===== config.mk =====
export PLATFORM = sky130hd
export DESIGN_NAME = add_result_fifo
export DESIGN_NICKNAME = d
export VERILOG_FILES = /design/src/rtl/add_result_fifo.sv
export SDC_FILE = /design/constraint.sdc
export NUM_CORES = 1
export LEC_CHECK = 0
export BUFFER_PORTS_ARGS = -buffer_cell sky130_fd_sc_hd__clkbuf_2
export CAP_MARGIN = 20
export CORE_MARGIN = 4
export CORE_UTILIZATION = 28
export DETAILED_ROUTE_END_ITERATION = 10
export REMOVE_ABC_BUFFERS = 1
export SLEW_MARGIN = 20
export SYNTH_ARGS = -nofsm -noshare
export SYNTH_HDL_FRONTEND = slang
export SYNTH_SLANG_ARGS = --single-unit

===== constraint.sdc =====
create_clock -name clk -period 2.8 [get_ports clk]
set_input_delay 0.14 -clock clk [delete_from_list [all_inputs] [get_ports clk]]
set_output_delay 0.14 -clock clk [all_outputs]
set_load 0.01 [all_outputs]

===== src/rtl/add_result_fifo.sv =====
// add_result_fifo: first-word fall-through FIFO for 5-bit adder results,
//   with per-entry carry/zero flags, a saturating total of popped values
//   and a sticky drop flag.
// Latency: a push into an empty FIFO is visible on res_out/carry_out the
//   next cycle. Backpressure: in_ready drops when full (regardless of
//   out_ready); offers made while full are discarded and set drop_err.
//
// Ports:
//   clk, rst_n            rising-edge clock, async active-low reset
//   sum_in/in_valid/in_ready     producer side (sum_in[4] is the carry)
//   res_out/carry_out/zero_out/out_valid/out_ready   consumer side
//   clr                   synchronous flush of FIFO, total and drop flag
//   count                 occupied entries, 0..DEPTH
//   acc_total             saturating sum of popped 5-bit values
//   drop_err              sticky: a result was offered while full
module add_result_fifo #(
   parameter int DEPTH = 4,
   parameter int PTR_W = 2,
   parameter int ACC_W = 8
) (
   input  logic             clk,
   input  logic             rst_n,
   input  logic [4:0]       sum_in,
   input  logic             in_valid,
   output logic             in_ready,
   input  logic             clr,
   output logic [3:0]       res_out,
   output logic             carry_out,
   output logic             zero_out,
   output logic             out_valid,
   input  logic             out_ready,
   output logic [PTR_W:0]   count,
   output logic [ACC_W-1:0] acc_total,
   output logic             drop_err
);

   localparam int CNT_W = PTR_W + 1;
   localparam int SUM_W = ACC_W + 1;
   localparam logic [CNT_W-1:0] FULL_CNT = CNT_W'(DEPTH);
   localparam logic [ACC_W-1:0] ACC_MAX  = {ACC_W{1'b1}};

   // Elaboration-time parameter sanity checks.
   if (PTR_W != $clog2(DEPTH)) begin : g_bad_ptr_w
      $error("add_result_fifo: PTR_W must equal log2(DEPTH)");
   end
   if ((DEPTH < 2) || (DEPTH > 16) || ((DEPTH & (DEPTH - 1)) != 0)) begin : g_bad_depth
      $error("add_result_fifo: DEPTH must be a power of two in 2..16");
   end
   if (ACC_W < 6) begin : g_bad_acc_w
      $error("add_result_fifo: ACC_W must be at least 6");
   end

   // Storage and state
   logic [4:0]       r_mem [DEPTH];
   logic [PTR_W-1:0] r_wp;
   logic [PTR_W-1:0] r_rp;
   logic [CNT_W-1:0] r_count;
   logic [ACC_W-1:0] r_acc;
   logic             r_drop;

   // Combinational status and handshake terms
   logic             w_full;
   logic             w_empty;
   logic             w_push;
   logic             w_pop;
   logic             w_drop;
   logic [4:0]       w_head;
   logic [SUM_W-1:0] w_acc_sum;
   logic [ACC_W-1:0] w_acc_next;

   assign w_full  = (r_count == FULL_CNT);
   assign w_empty = (r_count == '0);
   assign w_head  = r_mem[r_rp];

   // clr wins over everything that cycle, so it masks push, pop and drop.
   assign w_push = in_valid & ~w_full & ~clr;
   assign w_pop  = ~w_empty & out_ready & ~clr;
   // A pop in the same cycle does not open a slot for a full FIFO.
   assign w_drop = in_valid & w_full & ~clr;

   // One extra bit catches the overflow; clamp instead of wrapping.
   assign w_acc_sum  = {1'b0, r_acc} + SUM_W'(w_head);
   assign w_acc_next = w_acc_sum[ACC_W] ? ACC_MAX : w_acc_sum[ACC_W-1:0];

   // Memory is not reset: out_valid gates every use of its contents.
   always_ff @(posedge clk) begin
      if (w_push) begin
         r_mem[r_wp] <= sum_in;
      end
   end

   always_ff @(posedge clk or negedge rst_n) begin
      if (!rst_n) begin
         r_wp    <= '0;
         r_rp    <= '0;
         r_count <= '0;
         r_acc   <= '0;
         r_drop  <= 1'b0;
      end else if (clr) begin
         r_wp    <= '0;
         r_rp    <= '0;
         r_count <= '0;
         r_acc   <= '0;
         r_drop  <= 1'b0;
      end else begin
         // Power-of-two depth: natural pointer overflow is the modulo wrap.
         if (w_push) begin
            r_wp <= r_wp + PTR_W'(1);
         end
         if (w_pop) begin
            r_rp  <= r_rp + PTR_W'(1);
            r_acc <= w_acc_next;
         end
         case ({w_push, w_pop})
            2'b10:   r_count <= r_count + CNT_W'(1);
            2'b01:   r_count <= r_count - CNT_W'(1);
            default: r_count <= r_count;
         endcase
         if (w_drop) begin
            r_drop <= 1'b1;
         end
      end
   end

   // Outputs: head is forced to zero while empty so stale memory never leaks.
   assign in_ready  = ~w_full;
   assign out_valid = ~w_empty;
   assign res_out   = w_empty ? 4'h0 : w_head[3:0];
   assign carry_out = ~w_empty & w_head[4];
   assign zero_out  = ~w_empty & (w_head[3:0] == 4'h0);
   assign count     = r_count;
   assign acc_total = r_acc;
   assign drop_err  = r_drop;

endmodule


==> summary.txt <==
Power
  • Design Power: 1.73 mW
  • Lkg Pwr: 0.886 nW
  • Worst vdd ir: 0.243 mV
  • Pwr per Cell Area: 791 mW/mm²

Cells and area
  • Proportion of layout cells with a drive suffix above 1: 27.3%
  • # nets final: 203
  • Post-route cell area: 0.00219 mm²
  • N_diodes: 0
  • Synth-to-Final Area Change: 19.5%
  • Filler cells: 632
  • Non-filler instance count after layout: 260

Synthesis
  • Post-Syn Area: 0.00183 mm²
  • Share of the yosys chip area belonging to registers: 54.6%
  • Post-synthesis register bit count: 36
  • Mapped Avg Cell Area: 12.6 µm²
  • Main flop type after synthesis: edfxtp_1
  • Yosys Warn Count: 0
  • Async S/R FF share, synth: 44.4%
  • Synth unique cells: 40
  • Post-synth EDFFs: 20
  • Synthesized instance count: 146

Clock tree
  • TritonCTS Buffers: 5
  • Num Clock Sinks: 36
  • Max clock buf depth: 2
  • Clock-pin slew on the worst setup and hold paths: 80 ps
  • Worst-Skew Late Latency: 290 ps
  • Root buffer cell: clkbuf_8
  • H-tree depth: 2
  • CTS tree: done

Placed design
  • I/O Buffers: 29
  • Placed cells: 250
  • Post-DP HPWL: 2860 µm
  • Routability Congestion: 0.820
  • Dpl cell area: 0.00207 mm²

Floorplan
  • DIE HEIGHT: 88.9 µm
  • Starting Density: 28.9%
  • Die ar.: 0.00791 mm²
  • I/O pin count: 30
  • DIE WIDTH: 88.9 µm
  • Core area: 0.00635 mm²
  • Site Rows: 29

Route
  • Post-DRT Antenna Nets: 0
  • # DRC: 0
  • Initial DRC count: 47
  • First-pass iteration count of the detailed router: 4
  • DRT Wirelength: 3680 µm
  • Via density: 4.75
  • Wirelength per Cell: 14.1 µm
  • Vias: 1236

Critical path
  • Bufs and invs on worst path: 0
  • Worst path slowest cell: mux4_2
  • Worst EP required: 2960 ps
  • Worst setup SP type: register
  • CP top delay family: compound AO/OA/AOI/OAI gates
  • Worst R2R Setup Slack: 200 ps
  • CP endpoint kind: register
  • Max FO, Critical Path: 5
  • Reg2Reg Depth: 7
  • Reg2reg start: r_rp[0]
  • RR Endpoint: acc_total[0]
  • Cell mode on critical path: a211oi_1
  • CP peak stage delay: 530 ps
  • CP Data Arrival Time: 2760 ps
  • Critical-path cell list: mux4_2, ha_1, fa_1, a211oi_1, o21ai_1, a41oi_2, a211oi_1
  • Crit Path Class: reg2reg

STA
  • Final Hold Viols: 0
  • Hold WS: 69.3 ps
  • Final setup fails: 0
  • Worst rel slew slack: 66.7%
  • Clock period minus worst slack: 2600 ps
  • Maximum clock rate: 384 MHz
  • Setup TNS: 0 ps
  • Slew Viols, Final: 0
  • RSZ-0062 raised after global routing: no
  • Clock Skew: 5.07 ps
  • Fin crit share: 93.0%
  • Worst Max-Slew Pin Slew: 499 ps

Global routing
  • Met2 usage: 16.9%
  • Number of global-route vias before repair: 1295
  • Largest net degree at the start of global routing: 20
  • Met3 usage: 3.96%
  • Met1 Use GR: 12.6%
  • Grt peak-use layer: met2
  • Total grt overflow: 0
  • Initial antenna violation count: 0
  • First-pass GRT wire length: 6190 µm
  • All-Layer GR Usage: 10.4%

Min path
  • Hold EP: r_mem[1][1]
  • Hold path cells: 1
  • Worst min path class: in2reg
  • Hold Startpoint: sum_in[1]

Run
  • Max Cap Violations: 0

Run status
  • Status: finished, final reports clean
## report_power, final
| group | switching (mW) | internal [mW] |
|---|---|---|
| combinational | 0.367 | 0.309 |
| clock | 0.196 | 0.176 |
| sequential | 0.0648 | 0.621 |
| total | 0.628 | 1.11 |
## cell families (layout without fill, tap and decap cells)
family / Yosys count / count (layout) / synth area share [%]
fa+ha+maj: 11 / 11 / 8.32
flops: 36 / 36 / 54.6
compound gates: 28 / 28 / 10.6
simple gates: 43 / 43 / 12.5
buf+inv: 14 / 51 / 3.34
xor+xnor: 6 / 6 / 2.86
mux: 8 / 8 / 7.84
## synthesized netlist by cell type (3+ instances only)
library cell / n / area [µm²]
edfxtp_1: 20 / 601
dfrtp_1: 16 / 400
nor2_1: 14 / 52.6
ha_1: 9 / 113
inv_1: 8 / 30.0
a211oi_1: 7 / 52.6
nor2b_1: 7 / 43.8
a21oi_1: 5 / 25.0
mux4_2: 5 / 113
nor3_1: 5 / 25.0
xnor2_1: 5 / 43.8
and2_1: 4 / 25.0
nand2_1: 4 / 15.0
clkbuf_1: 3 / 11.3
nand3_1: 3 / 15.0
## sequential cells by signal, summed over array words and instances (netlist names)
signal / cells
count: 3
drop_err: 1
r_mem: 20
r_wp: 2
acc_total: 8
r_rp: 2
## what timing repair did
item / in CTS / in global routing
setup endpoints to repair: 0 / 5
hold endpoints to repair: 16 / 0
resized for setup: 0 / 1
setup buffers: 0 / 1
hold buffers: 1 / 0
## layout by cell type, fill, tap and decap left out, types with 4 or more instances in the layout
cell type / synthesis / layout
inv_1: 8 / 8
and2_1: 4 / 4
nor3_1: 5 / 5
nor2b_1: 7 / 7
clkbuf_8: 0 / 5
dfrtp_1: 16 / 16
clkbuf_2: 0 / 29
xnor2_1: 5 / 5
a211oi_1: 7 / 7
ha_1: 9 / 9
a21oi_1: 5 / 5
nand2_1: 4 / 4
buf_4: 0 / 5
nor2_1: 14 / 14
edfxtp_1: 20 / 20
mux4_2: 5 / 5
## worst max path at each step
stage,from,cells after the start,slack (ps),endpoint
finish,r_rp[0],7,200,acc_total[0]
detailed placement,r_rp[0],7,10,acc_total[0]
floorplan,r_rp[0],7,130,acc_total[2]
CTS,r_rp[0],7,4,acc_total[0]
global route,r_rp[0],7,30,acc_total[2]
global placement,r_rp[0],7,120,acc_total[4]
## per-layer routing
| layer | wire length [µm] | vias to the layer above |
|---|---|---|
| li1 | - | 610 |
| met1 | 1630 | 595 |
| met2 | 1770 | 26 |
| met3 | 219 | 5 |
| met4 | 56 | 0 |
| met5 | 0 | - |
## cell type report
class / count / area [µm²] / area share (%)
clock buffers: 5 / 68.8 / 3.14
multi-input cells: 96 / 779 / 35.6
inverters: 8 / 30.0 / 1.37
flip-flops and latches: 36 / 1000 / 45.7
well taps: 77 / 96.3 / 4.39
repair buffers: 35 / 193 / 8.79
clock inverters: 3 / 23.8 / 1.08
## per-stage QoR
stage                     utilization (%)  setup slack (ps)
after global placement               32.7               119
after detailed placement             32.7              14.6
after floorplan                         -               125
final                                34.5               196
after CTS                            34.3              4.13
after global routing                 34.5              30.9
(Power assumes the default switching activity.)
